`config.mk`:
```
export PLATFORM = sky130hd
export DESIGN_NAME = sce_schd_flat
export DESIGN_NICKNAME = d
export VERILOG_FILES = /design/src/rtl/scedma_pkg.sv /design/src/rtl/sce_schd_if.sv /design/src/rtl/sce_rrpick.sv /design/src/rtl/sce_schd.sv /design/src/flat_wrapper.sv
export SDC_FILE = /design/constraint.sdc
export NUM_CORES = 1
export LEC_CHECK = 0
export BUFFER_PORTS_ARGS = -buffer_cell sky130_fd_sc_hd__buf_2
export CORE_MARGIN = 2
export CORE_UTILIZATION = 58
export CTS_BUF_LIST = sky130_fd_sc_hd__clkbuf_8
export DETAILED_ROUTE_END_ITERATION = 8
export PLACE_DENSITY = 0.81
export SLEW_MARGIN = 5
export SYNTH_ARGS = -nofsm -noshare
export SYNTH_HDL_FRONTEND = slang
export SYNTH_SLANG_ARGS = --single-unit
```
`constraint.sdc`:
```
create_clock -name clk -period 4.7 [get_ports clk]
set_input_delay 0.235 -clock clk [delete_from_list [all_inputs] [get_ports clk]]
set_output_delay 0.235 -clock clk [all_outputs]
set_load 0.1 [all_outputs]
```
`src/rtl/scedma_pkg.sv`:
```
// Shared types and defaults for the SCE datapath scheduler.
// Pure declarations: no logic, no latency, no flow control.
package scedma_pkg;

    localparam int REQCNT_DEF = 8;
    localparam int TOW_DEF    = 16;

    typedef enum logic [0:0] {
        ST_IDLE  = 1'b0,
        ST_GRANT = 1'b1
    } sce_state_e;

endpackage

```
`src/rtl/sce_schd_if.sv`:
```
// Request/grant bundle between the sub-engines and the SCE scheduler.
// Wiring only: latency and backpressure are those of the attached scheduler.
interface sce_schd_if #(
    parameter int REQCNT = scedma_pkg::REQCNT_DEF,
    parameter int TOW    = scedma_pkg::TOW_DEF
);

    logic [REQCNT-1:0]         en;
    logic [REQCNT-1:0]         req;
    logic [REQCNT-1:0]         rel;
    logic                      abort;
    logic [TOW-1:0]            tocyc;
    logic [REQCNT-1:0]         gnt;
    logic [$clog2(REQCNT)-1:0] gntid;
    logic                      busy;
    logic [REQCNT-1:0]         done;
    logic [REQCNT-1:0]         err;

    modport master (
        output en, req, rel, abort, tocyc,
        input  gnt, gntid, busy, done, err
    );

    modport slave (
        input  en, req, rel, abort, tocyc,
        output gnt, gntid, busy, done, err
    );

endinterface

```
`src/rtl/sce_rrpick.sv`:
```
// Round-robin pick: first eligible index at or after ptr, wrapping to 0.
// Purely combinational, zero latency; no backpressure.
module sce_rrpick
    import scedma_pkg::*;
#(
    parameter int REQCNT = REQCNT_DEF
) (
    input  logic [REQCNT-1:0]         elig_i,
    input  logic [$clog2(REQCNT)-1:0] ptr_i,
    output logic                      found_o,
    output logic [$clog2(REQCNT)-1:0] idx_o
);

    localparam int IW = $clog2(REQCNT);

    logic          hit;
    logic [IW-1:0] slot;

    always_comb begin
        hit  = 1'b0;
        slot = '0;
        idx_o = '0;
        for (int k = 0; k < REQCNT; k++) begin
            if (int'(ptr_i) + k >= REQCNT) begin
                slot = IW'(int'(ptr_i) + k - REQCNT);
            end else begin
                slot = IW'(int'(ptr_i) + k);
            end
            if (!hit && elig_i[slot]) begin
                hit   = 1'b1;
                idx_o = slot;
            end
        end
        found_o = hit;
    end

endmodule

```
`src/rtl/sce_schd.sv`:
```
// Round-robin grant FSM for the shared SCE datapath; grant appears 1 cycle after an eligible request.
// Holder keeps the grant until release, timeout, enable drop or abort; others wait with req held.
module sce_schd
    import scedma_pkg::*;
#(
    parameter int REQCNT = REQCNT_DEF,
    parameter int TOW    = TOW_DEF
) (
    input  logic       clk,
    input  logic       reset,
    sce_schd_if.slave  bus
);

    localparam int IW = $clog2(REQCNT);

    sce_state_e        state_q, state_d;
    logic [REQCNT-1:0] gnt_q, gnt_d;
    logic [REQCNT-1:0] done_q, done_d;
    logic [REQCNT-1:0] err_q, err_d;
    logic [IW-1:0]     gntid_q, gntid_d;
    logic [IW-1:0]     ptr_q, ptr_d;
    logic              busy_q, busy_d;
    logic [TOW-1:0]    cnt_q, cnt_d;

    logic [REQCNT-1:0] elig;
    logic              pick_vld;
    logic [IW-1:0]     pick_idx;
    logic              rel_hit;
    logic              en_lost;
    logic              to_hit;

    assign elig = bus.req & bus.en;

    sce_rrpick #(.REQCNT(REQCNT)) u_pick (
        .elig_i  (elig),
        .ptr_i   (ptr_q),
        .found_o (pick_vld),
        .idx_o   (pick_idx)
    );

    // tocyc is compared live so software can shorten a grant already in flight.
    assign rel_hit = bus.rel[gntid_q];
    assign en_lost = !bus.en[gntid_q];
    assign to_hit  = (bus.tocyc != '0) && (cnt_q == bus.tocyc - TOW'(1));

    always_comb begin
        state_d = state_q;
        gnt_d   = gnt_q;
        gntid_d = gntid_q;
        busy_d  = busy_q;
        ptr_d   = ptr_q;
        cnt_d   = cnt_q;
        done_d  = '0;
        err_d   = '0;

        case (state_q)
            ST_IDLE: begin
                if (bus.abort) begin
                    gnt_d  = '0;
                    busy_d = 1'b0;
                    ptr_d  = '0;
                end else if (pick_vld) begin
                    state_d         = ST_GRANT;
                    gnt_d           = '0;
                    gnt_d[pick_idx] = 1'b1;
                    gntid_d         = pick_idx;
                    busy_d          = 1'b1;
                    cnt_d           = '0;
                    ptr_d           = (pick_idx == IW'(REQCNT - 1)) ? '0 : pick_idx + IW'(1);
                end
            end

            ST_GRANT: begin
                // Abort beats release, which beats timeout and enable loss.
                if (bus.abort) begin
                    state_d = ST_IDLE;
                    gnt_d   = '0;
                    busy_d  = 1'b0;
                    ptr_d   = '0;
                end else if (rel_hit) begin
                    state_d         = ST_IDLE;
                    gnt_d           = '0;
                    busy_d          = 1'b0;
                    done_d[gntid_q] = 1'b1;
                end else if (to_hit || en_lost) begin
                    state_d        = ST_IDLE;
                    gnt_d          = '0;
                    busy_d         = 1'b0;
                    err_d[gntid_q] = 1'b1;
                end else if (cnt_q != '1) begin
                    cnt_d = cnt_q + TOW'(1);
                end
            end

            default: begin
                state_d = ST_IDLE;
                gnt_d   = '0;
                busy_d  = 1'b0;
            end
        endcase
    end

    always_ff @(posedge clk or posedge reset) begin
        if (reset) begin
            state_q <= ST_IDLE;
            gnt_q   <= '0;
            gntid_q <= '0;
            busy_q  <= 1'b0;
            done_q  <= '0;
            err_q   <= '0;
            ptr_q   <= '0;
            cnt_q   <= '0;
        end else begin
            state_q <= state_d;
            gnt_q   <= gnt_d;
            gntid_q <= gntid_d;
            busy_q  <= busy_d;
            done_q  <= done_d;
            err_q   <= err_d;
            ptr_q   <= ptr_d;
            cnt_q   <= cnt_d;
        end
    end

    assign bus.gnt   = gnt_q;
    assign bus.gntid = gntid_q;
    assign bus.busy  = busy_q;
    assign bus.done  = done_q;
    assign bus.err   = err_q;

endmodule

```
`src/flat_wrapper.sv`:
```
// flat-port wrapper written by rule: the top's interface ports become plain ports
module sce_schd_flat import scedma_pkg::*;
#(
    parameter int REQCNT = REQCNT_DEF,
    parameter int TOW    = TOW_DEF
)
  (clk, reset, bus_en, bus_req, bus_rel, bus_abort, bus_tocyc, bus_gnt, bus_gntid, bus_busy, bus_done, bus_err);
  sce_schd_if #(.REQCNT(REQCNT), .TOW(TOW)) bus_i ();
  input  logic clk;
  input  logic reset;
  input wire logic [$bits(bus_i.en)-1:0] bus_en;
  input wire logic [$bits(bus_i.req)-1:0] bus_req;
  input wire logic [$bits(bus_i.rel)-1:0] bus_rel;
  input wire logic [$bits(bus_i.abort)-1:0] bus_abort;
  input wire logic [$bits(bus_i.tocyc)-1:0] bus_tocyc;
  output wire logic [$bits(bus_i.gnt)-1:0] bus_gnt;
  output wire logic [$bits(bus_i.gntid)-1:0] bus_gntid;
  output wire logic [$bits(bus_i.busy)-1:0] bus_busy;
  output wire logic [$bits(bus_i.done)-1:0] bus_done;
  output wire logic [$bits(bus_i.err)-1:0] bus_err;
  assign bus_i.en = bus_en;
  assign bus_i.req = bus_req;
  assign bus_i.rel = bus_rel;
  assign bus_i.abort = bus_abort;
  assign bus_i.tocyc = bus_tocyc;
  assign bus_gnt = bus_i.gnt;
  assign bus_gntid = bus_i.gntid;
  assign bus_busy = bus_i.busy;
  assign bus_done = bus_i.done;
  assign bus_err = bus_i.err;
  sce_schd #(.REQCNT(REQCNT), .TOW(TOW)) u_core (.clk(clk), .reset(reset), .bus(bus_i));
endmodule
```
==> impl_metrics.env, run 1 <==
export IMPL_hold_path_class="primary input to async pin"
export IMPL_path_max_fanout=12
export IMPL_clock_latency_ns=0.30
export IMPL_synth_compound_area_share_pct=19.2
export IMPL_hold_buffers=0
export IMPL_first_pass_iters=5
export IMPL_cts_resized=0
export IMPL_fp_dieH_um=83.6
export IMPL_route_detailed_drc=0
export IMPL_post_cts_buffers=0
export IMPL_final_antenna_net_count=0
export IMPL_cts_made_buffers=5
export IMPL_powerDensity_nw_per_um2=547
export IMPL_gp_congestion=0.984
export IMPL_synth_fa_ha_area_share_pct=2.38
export IMPL_grt_remaining_overflow=0
export IMPL_vias_per_cell=6.28
export IMPL_track_usage_pct=26.8
export IMPL_grt_antenna_before_repair=0
export IMPL_clk_pin_slew_ns=0.09
export IMPL_max_freq_ghz=0.237
export IMPL_rows=29
export IMPL_synth_xor_area_share_pct=5.72
export IMPL_start_util_pct=58.9
export IMPL_ys_ff_latch=48
export IMPL_syn_inst=417
export IMPL_syn_area_um2=3680
export IMPL_first_global_vias=3241
export IMPL_yosysSeqAreaShare_pct=32.7
export IMPL_rsz0062_at_grt="no"
export IMPL_start_kind="flop"
export IMPL_numPortBuffers=70
export IMPL_cp_cell_sequence="ha_1 > xor2_1 > mux4_2 > a211o_4 > or2_4 > or3_1 > o211ai_2 > inv_2 > ha_1 > ha_1 > or3_1 > a21oi_1"
export IMPL_hpwl_um=7070
export IMPL_fin_crit_ns=4.22
export IMPL_ys_async_sr_fraction_pct=100
export IMPL_slowest_stage="mux4_2"
export IMPL_io_pins=71
export IMPL_fp_dieArea_um2=6990
export IMPL_post_route_cells_drive_above_1_share_pct=23.1
export IMPL_synth_simple_area_share_pct=27.1
export IMPL_post_synth_top_count_cell="dfrtp_1"
export IMPL_synth_edff_count=0
export IMPL_fin_worst_skew_ns=0.00814
export IMPL_muxShareOfSynthArea_pct=9.32
export IMPL_arrival_ns=4.45
export IMPL_syn_nets=467
export IMPL_setup_violations=0
export IMPL_num_vias=3507
export IMPL_ys_warn_count=0
export IMPL_clock_sinks=48
export IMPL_synthTopCellsByCount="48 x dfrtp_1, 41 x nand2_1, 30 x nor2_1"
export IMPL_coreArea_um2=6240
export IMPL_status="finished clean"
export IMPL_yosys_cell_types_count=65
export IMPL_tns_ns=0
export IMPL_totalPowerFinal_mw=2.30
export IMPL_avgRoutedWirePerCell_um=16.6
export IMPL_worst_slew_pin_slew_ns=0.972
export IMPL_drv_cap=0
export IMPL_wl_um=9250
export IMPL_fillers=516
export IMPL_synth_top_area_share_pct=32.7
export IMPL_period_share_pct=89.8
export IMPL_cts_path_max_buffers=2
export IMPL_synth_top_family_by_area="simple AND/OR/NAND/NOR gates"
export IMPL_ys_top_cells_by_area="dfrtp_1 33%, mux4_2 7.3%, nand2_1 4.2%"
export IMPL_seq_area_um2=1200
export IMPL_root_buffer="clkbuf_8"
export IMPL_synthDominantAreaCellType="dfrtp_1"
export IMPL_critPathTopFamily="simple AND/OR/NAND/NOR gates"
export IMPL_multi_input_area_um2=2340
export IMPL_fin_nets=531
export IMPL_synthFlopType="dfrtp_1"
export IMPL_crit_top_cell="ha_1"
export IMPL_criticalPathCategory="flop to flop"
export IMPL_max_vdd_ir_drop_mv=0.542
export IMPL_power_leakage_nw=1.85
export IMPL_syn_area_per_cell_um2=8.82
export IMPL_hold_viol_final=0
export IMPL_drt_iter0_markers=216
export IMPL_grt_pass1_wl_um=15500
export IMPL_cts_tree="built"
export IMPL_antenna_cells=0
export IMPL_maxSlewViolCount=0
export IMPL_area_delta_synth_final_pct=14.3
export IMPL_cpPeakStageDelay_ns=0.62
export IMPL_h_tree_depth=2
export IMPL_grt_start_max_net_pins=49
export IMPL_slew_headroom_pct=35.1
export IMPL_endpoint_kind="flop"
export IMPL_die_w_um=83.6
export IMPL_cp_buffers_inverters=1
export IMPL_required_ns=4.93
-- metal layers --
layer,GRT usage (%),vias up,part of all wire (%)
met2,44.1,144,49
met1,36.2,1661,43
li1,-,1678,-
met3,4.06,24,6.3
met5,0,-,0
met4,9.82,0,2.0
-- power breakdown --
part           internal [mW]  total (mW)  switching, mW
registers              0.475       0.572         0.0963
clock network          0.209       0.347          0.137
logic                  0.448        1.38          0.934
total                   1.13        2.30           1.17
-- flip-flops by register name, indices dropped and copies added (netlist names) --
name and count:
u_core.cnt_q 16, u_core.bus.done 8, u_core.bus.err 8, u_core.bus.gnt 8, u_core.bus.gntid 3, u_core.ptr_q 3
u_core.bus.busy 1, u_core.state_q 1
-- placed cells by master (no fill, tap or decap), types with 12 or more instances in the layout --
| master | netlist | layout |
|---|---|---|
| nor3_1 | 13 | 13 |
| buf_2 | 4 | 70 |
| or3_1 | 17 | 17 |
| nand2_1 | 41 | 41 |
| nand3_1 | 19 | 19 |
| a21oi_1 | 26 | 26 |
| o21ai_0 | 22 | 22 |
| dfrtp_1 | 48 | 48 |
| nor2_1 | 30 | 30 |
| mux4_2 | 12 | 12 |
| xnor2_1 | 14 | 14 |
-- worst reg2reg max path, cell delays in order (launching register included) --
cell	delay, ns
dfrtp_1	0.60
ha_1	0.35
xor2_1	0.39
mux4_2	0.62
a211o_4	0.37
or2_4	0.29
or3_1	0.37
o211ai_2	0.16
inv_2	0.11
ha_1	0.21
ha_1	0.20
or3_1	0.36
a21oi_1	0.13
-- stage by stage --
stage	cells	cell area [um2]	hold WS, ns	worst slack [ns]	util [%]
finish	558	4200	0.154	0.479	67.3
global route	558	4200	0.203	0.285	67.3
detailed placement	551	4070	0.461	0.546	65.3
CTS	558	4200	0.185	0.534	67.3
floorplan	417	3680	0.527	0.968	-
global placement	551	4070	0.459	0.669	65.3
-- final cells by class --
| cell class | instances | area share, % |
|---|---|---|
| multi-input combinational | 338 | 55.8 |
| clock inverter | 2 | 1.43 |
| tap | 77 | 2.29 |
| sequential | 48 | 28.6 |
| inverter | 14 | 1.25 |
| clock buffer | 5 | 1.64 |
| timing repair buffer | 74 | 9.05 |
-- worst paths after layout --
check,startpoint,slack [ns],cells past startpoint,end
setup / recovery,u_core.ptr_q[1],0.48,12,u_core.ptr_q[0]
hold / removal,reset,0.15,2,u_core.bus.err[3]
setup reg to reg,u_core.ptr_q[1],0.48,12,u_core.ptr_q[0]
hold reg to reg,u_core.bus.busy,0.48,1,u_core.bus.busy
max in group asynchronous,reset,3.94,2,u_core.bus.gntid[0]
min in group clk,bus_abort,0.19,2,u_core.ptr_q[1]
-- kinds of logic after synthesis --
group,Yosys count
and+or+nand+nor,186
AOI/OAI and AO/OA,102
DFF,48
buffers and inverters,31
xor gates and xnor gates,24
muxes,19
adders and majority gates,7
Note: power is estimated with default switching activity, not from simulation.
==> inputs of run 2 (changes only) <==
==> constraint.sdc (replaced) <==
create_clock -name clk -period 4.7 [get_ports clk]
set_input_delay 1.175 -clock clk [delete_from_list [all_inputs] [get_ports clk]]
set_output_delay 1.175 -clock clk [all_outputs]
set_load 0.1 [all_outputs]
==> run 2 against run 1 <==
  * Clock power fell by 20%
  * Sequential power rose by 2%
  * Via count rose by 1.7%
  * Routed wire length rose by 1.6%
  * Total power fell by 2.4%
  * Maximum frequency fell by 3.0%
  * Clock skew rose by 0.0025 ns
  * Die area did not move
  * Critical path depth did not move
  * Combinational power barely moved
  * Worst setup slack got worse by 0.13 ns
  * Sequential cell count did not move
  * Critical endpoint unchanged
==> impl_metrics.env, run 2 (synthesis results as in run 1) <==
export IMPL_status="finished clean"
export IMPL_power_leakage_nw=1.84
export IMPL_rows=29
export IMPL_pre_cts_slack_ns=0.337
export IMPL_fp_dieH_um=83.6
export IMPL_clock_sinks=48
export IMPL_layout_commonest_cell="buf_2"
export IMPL_worst_slew_pin_slew_ns=0.979
export IMPL_start_util_pct=58.9
export IMPL_grt_start_max_net_pins=49
export IMPL_rsz0062_at_grt="no"
export IMPL_final_antenna_net_count=0
export IMPL_arrival_ns=4.57
export IMPL_criticalPathCategory="flop to flop"
export IMPL_hpwl_um=7240
export IMPL_coreArea_um2=6240
export IMPL_avgRoutedWirePerCell_um=16.8
export IMPL_hold_path_class="flop to flop"
export IMPL_fin_nets=533
export IMPL_largest_reg_flops=16
export IMPL_area_delta_synth_final_pct=13.9
export IMPL_grt_remaining_overflow=0
export IMPL_grt_pass1_wl_um=15600
export IMPL_first_pass_iters=7
export IMPL_reg2reg_depth=12
export IMPL_h_tree_depth=2
export IMPL_max_vdd_ir_drop_mv=0.550
export IMPL_track_usage_pct=26.7
export IMPL_maxSlewViolCount=0
export IMPL_num_vias=3567
export IMPL_root_buffer="clkbuf_8"
export IMPL_start_kind="flop"
export IMPL_layout_common_cells="70 x buf_2, 48 x dfrtp_1, 41 x nand2_1, 30 x nor2_1, 26 x a21oi_1"
export IMPL_regMostFlops="u_core.cnt_q"
export IMPL_dp_cells=553
export IMPL_gp_congestion=1.03
export IMPL_grt_antenna_before_repair=0
export IMPL_fp_dieArea_um2=6990
export IMPL_finish_utilization_pct=67.1
export IMPL_fin_worst_skew_ns=0.0106
export IMPL_hold_buffers=0
export IMPL_hold_viol_final=0
export IMPL_max_freq_ghz=0.230
export IMPL_first_global_vias=3337
export IMPL_clk_pin_slew_ns=0.08
export IMPL_setup_violations=0
export IMPL_cts_tree="built"
export IMPL_numPortBuffers=70
export IMPL_path_max_fanout=12
export IMPL_tns_ns=0
export IMPL_cts_resized=0
export IMPL_slew_headroom_pct=34.7
export IMPL_instances_no_fill=559
export IMPL_fin_ws_ns=0.349
export IMPL_drt_iter0_markers=292
export IMPL_cts_made_buffers=5
export IMPL_route_detailed_drc=0
export IMPL_drv_cap=0
export IMPL_required_ns=4.92
export IMPL_vias_per_cell=6.38
export IMPL_cts_path_max_buffers=2
export IMPL_endpoint_kind="flop"
export IMPL_post_cts_buffers=0
export IMPL_hold_path_depth=1
export IMPL_io_pins=71
export IMPL_antenna_cells=0
export IMPL_die_w_um=83.6
export IMPL_post_route_cells_drive_above_1_share_pct=23.2
export IMPL_fin_crit_ns=4.35
export IMPL_wl_um=9400
export IMPL_powerDensity_nw_per_um2=536
export IMPL_clock_latency_ns=0.29
export IMPL_period_share_pct=92.6
-- run 2: changes by cell type in the layout (fill, tap and decap cells not counted) --
cell       before  now
buf_4           4    6
bufinv_16       2    1
-- run 2: stage by stage --
| step | cell area (um2) | hold slack (ns) | total power [mW] |
|---|---|---|---|
| global route | 4190 | 0.493 | 2.39 |
| detailed placement | 4090 | 0.471 | 1.96 |
| floorplan | 3680 | 0.527 | 1.68 |
| finish | 4190 | 0.482 | 2.25 |
| CTS | 4190 | 0.489 | 2.24 |
| global placement | 4090 | 0.467 | 1.93 |
-- run 2: routing by layer --
layer  track usage, %  part of all wire [%]  vias up
met3             4.35                   5.5       27
met2             44.1                    50      138
met4             9.38                   2.4        0
li1                 -                     -     1683
met5                0                     0        -
met1             35.9                    42     1719
-- run 2: critical path, stage by stage (launching register included) --
cell and delay [ns]:
dfrtp_1 0.65, ha_1 0.38, xor2_1 0.43, mux4_2 0.63
a211o_4 0.37, or2_4 0.28, or3_1 0.36, o211ai_2 0.15
inv_2 0.11, ha_1 0.22, ha_1 0.20, or3_1 0.37
a21oi_1 0.12
-- run 2: worst paths after layout --
kind / startpoint / end / slack (ns)
worst max register to register: u_core.ptr_q[1] / u_core.ptr_q[0] / 0.35
min in group asynchronous: reset / u_core.bus.gntid[0] / 1.11
worst min register to register: u_core.bus.busy / u_core.bus.busy / 0.48
max in group asynchronous: reset / u_core.bus.err[7] / 2.99
worst min-delay path: u_core.bus.busy / u_core.bus.busy / 0.48
worst max-delay path: u_core.ptr_q[1] / u_core.ptr_q[0] / 0.35
-- run 2: power breakdown --
part	switching, mW	internal [mW]	leakage (nW)	total (mW)
registers	0.109	0.475	0.660	0.584
clock network	0.124	0.153	0.0501	0.276
logic	0.933	0.452	1.13	1.39
total	1.17	1.08	1.84	2.25
-- run 2: area by class of cell --
cell class,instances,area (um2)
inverter,14,52.6
clock buffer,5,68.8
clock inverter,1,30.0
sequential,48,1200
tap,77,96.3
multi-input combinational,338,2340
fill,533,2050
timing repair buffer,76,395
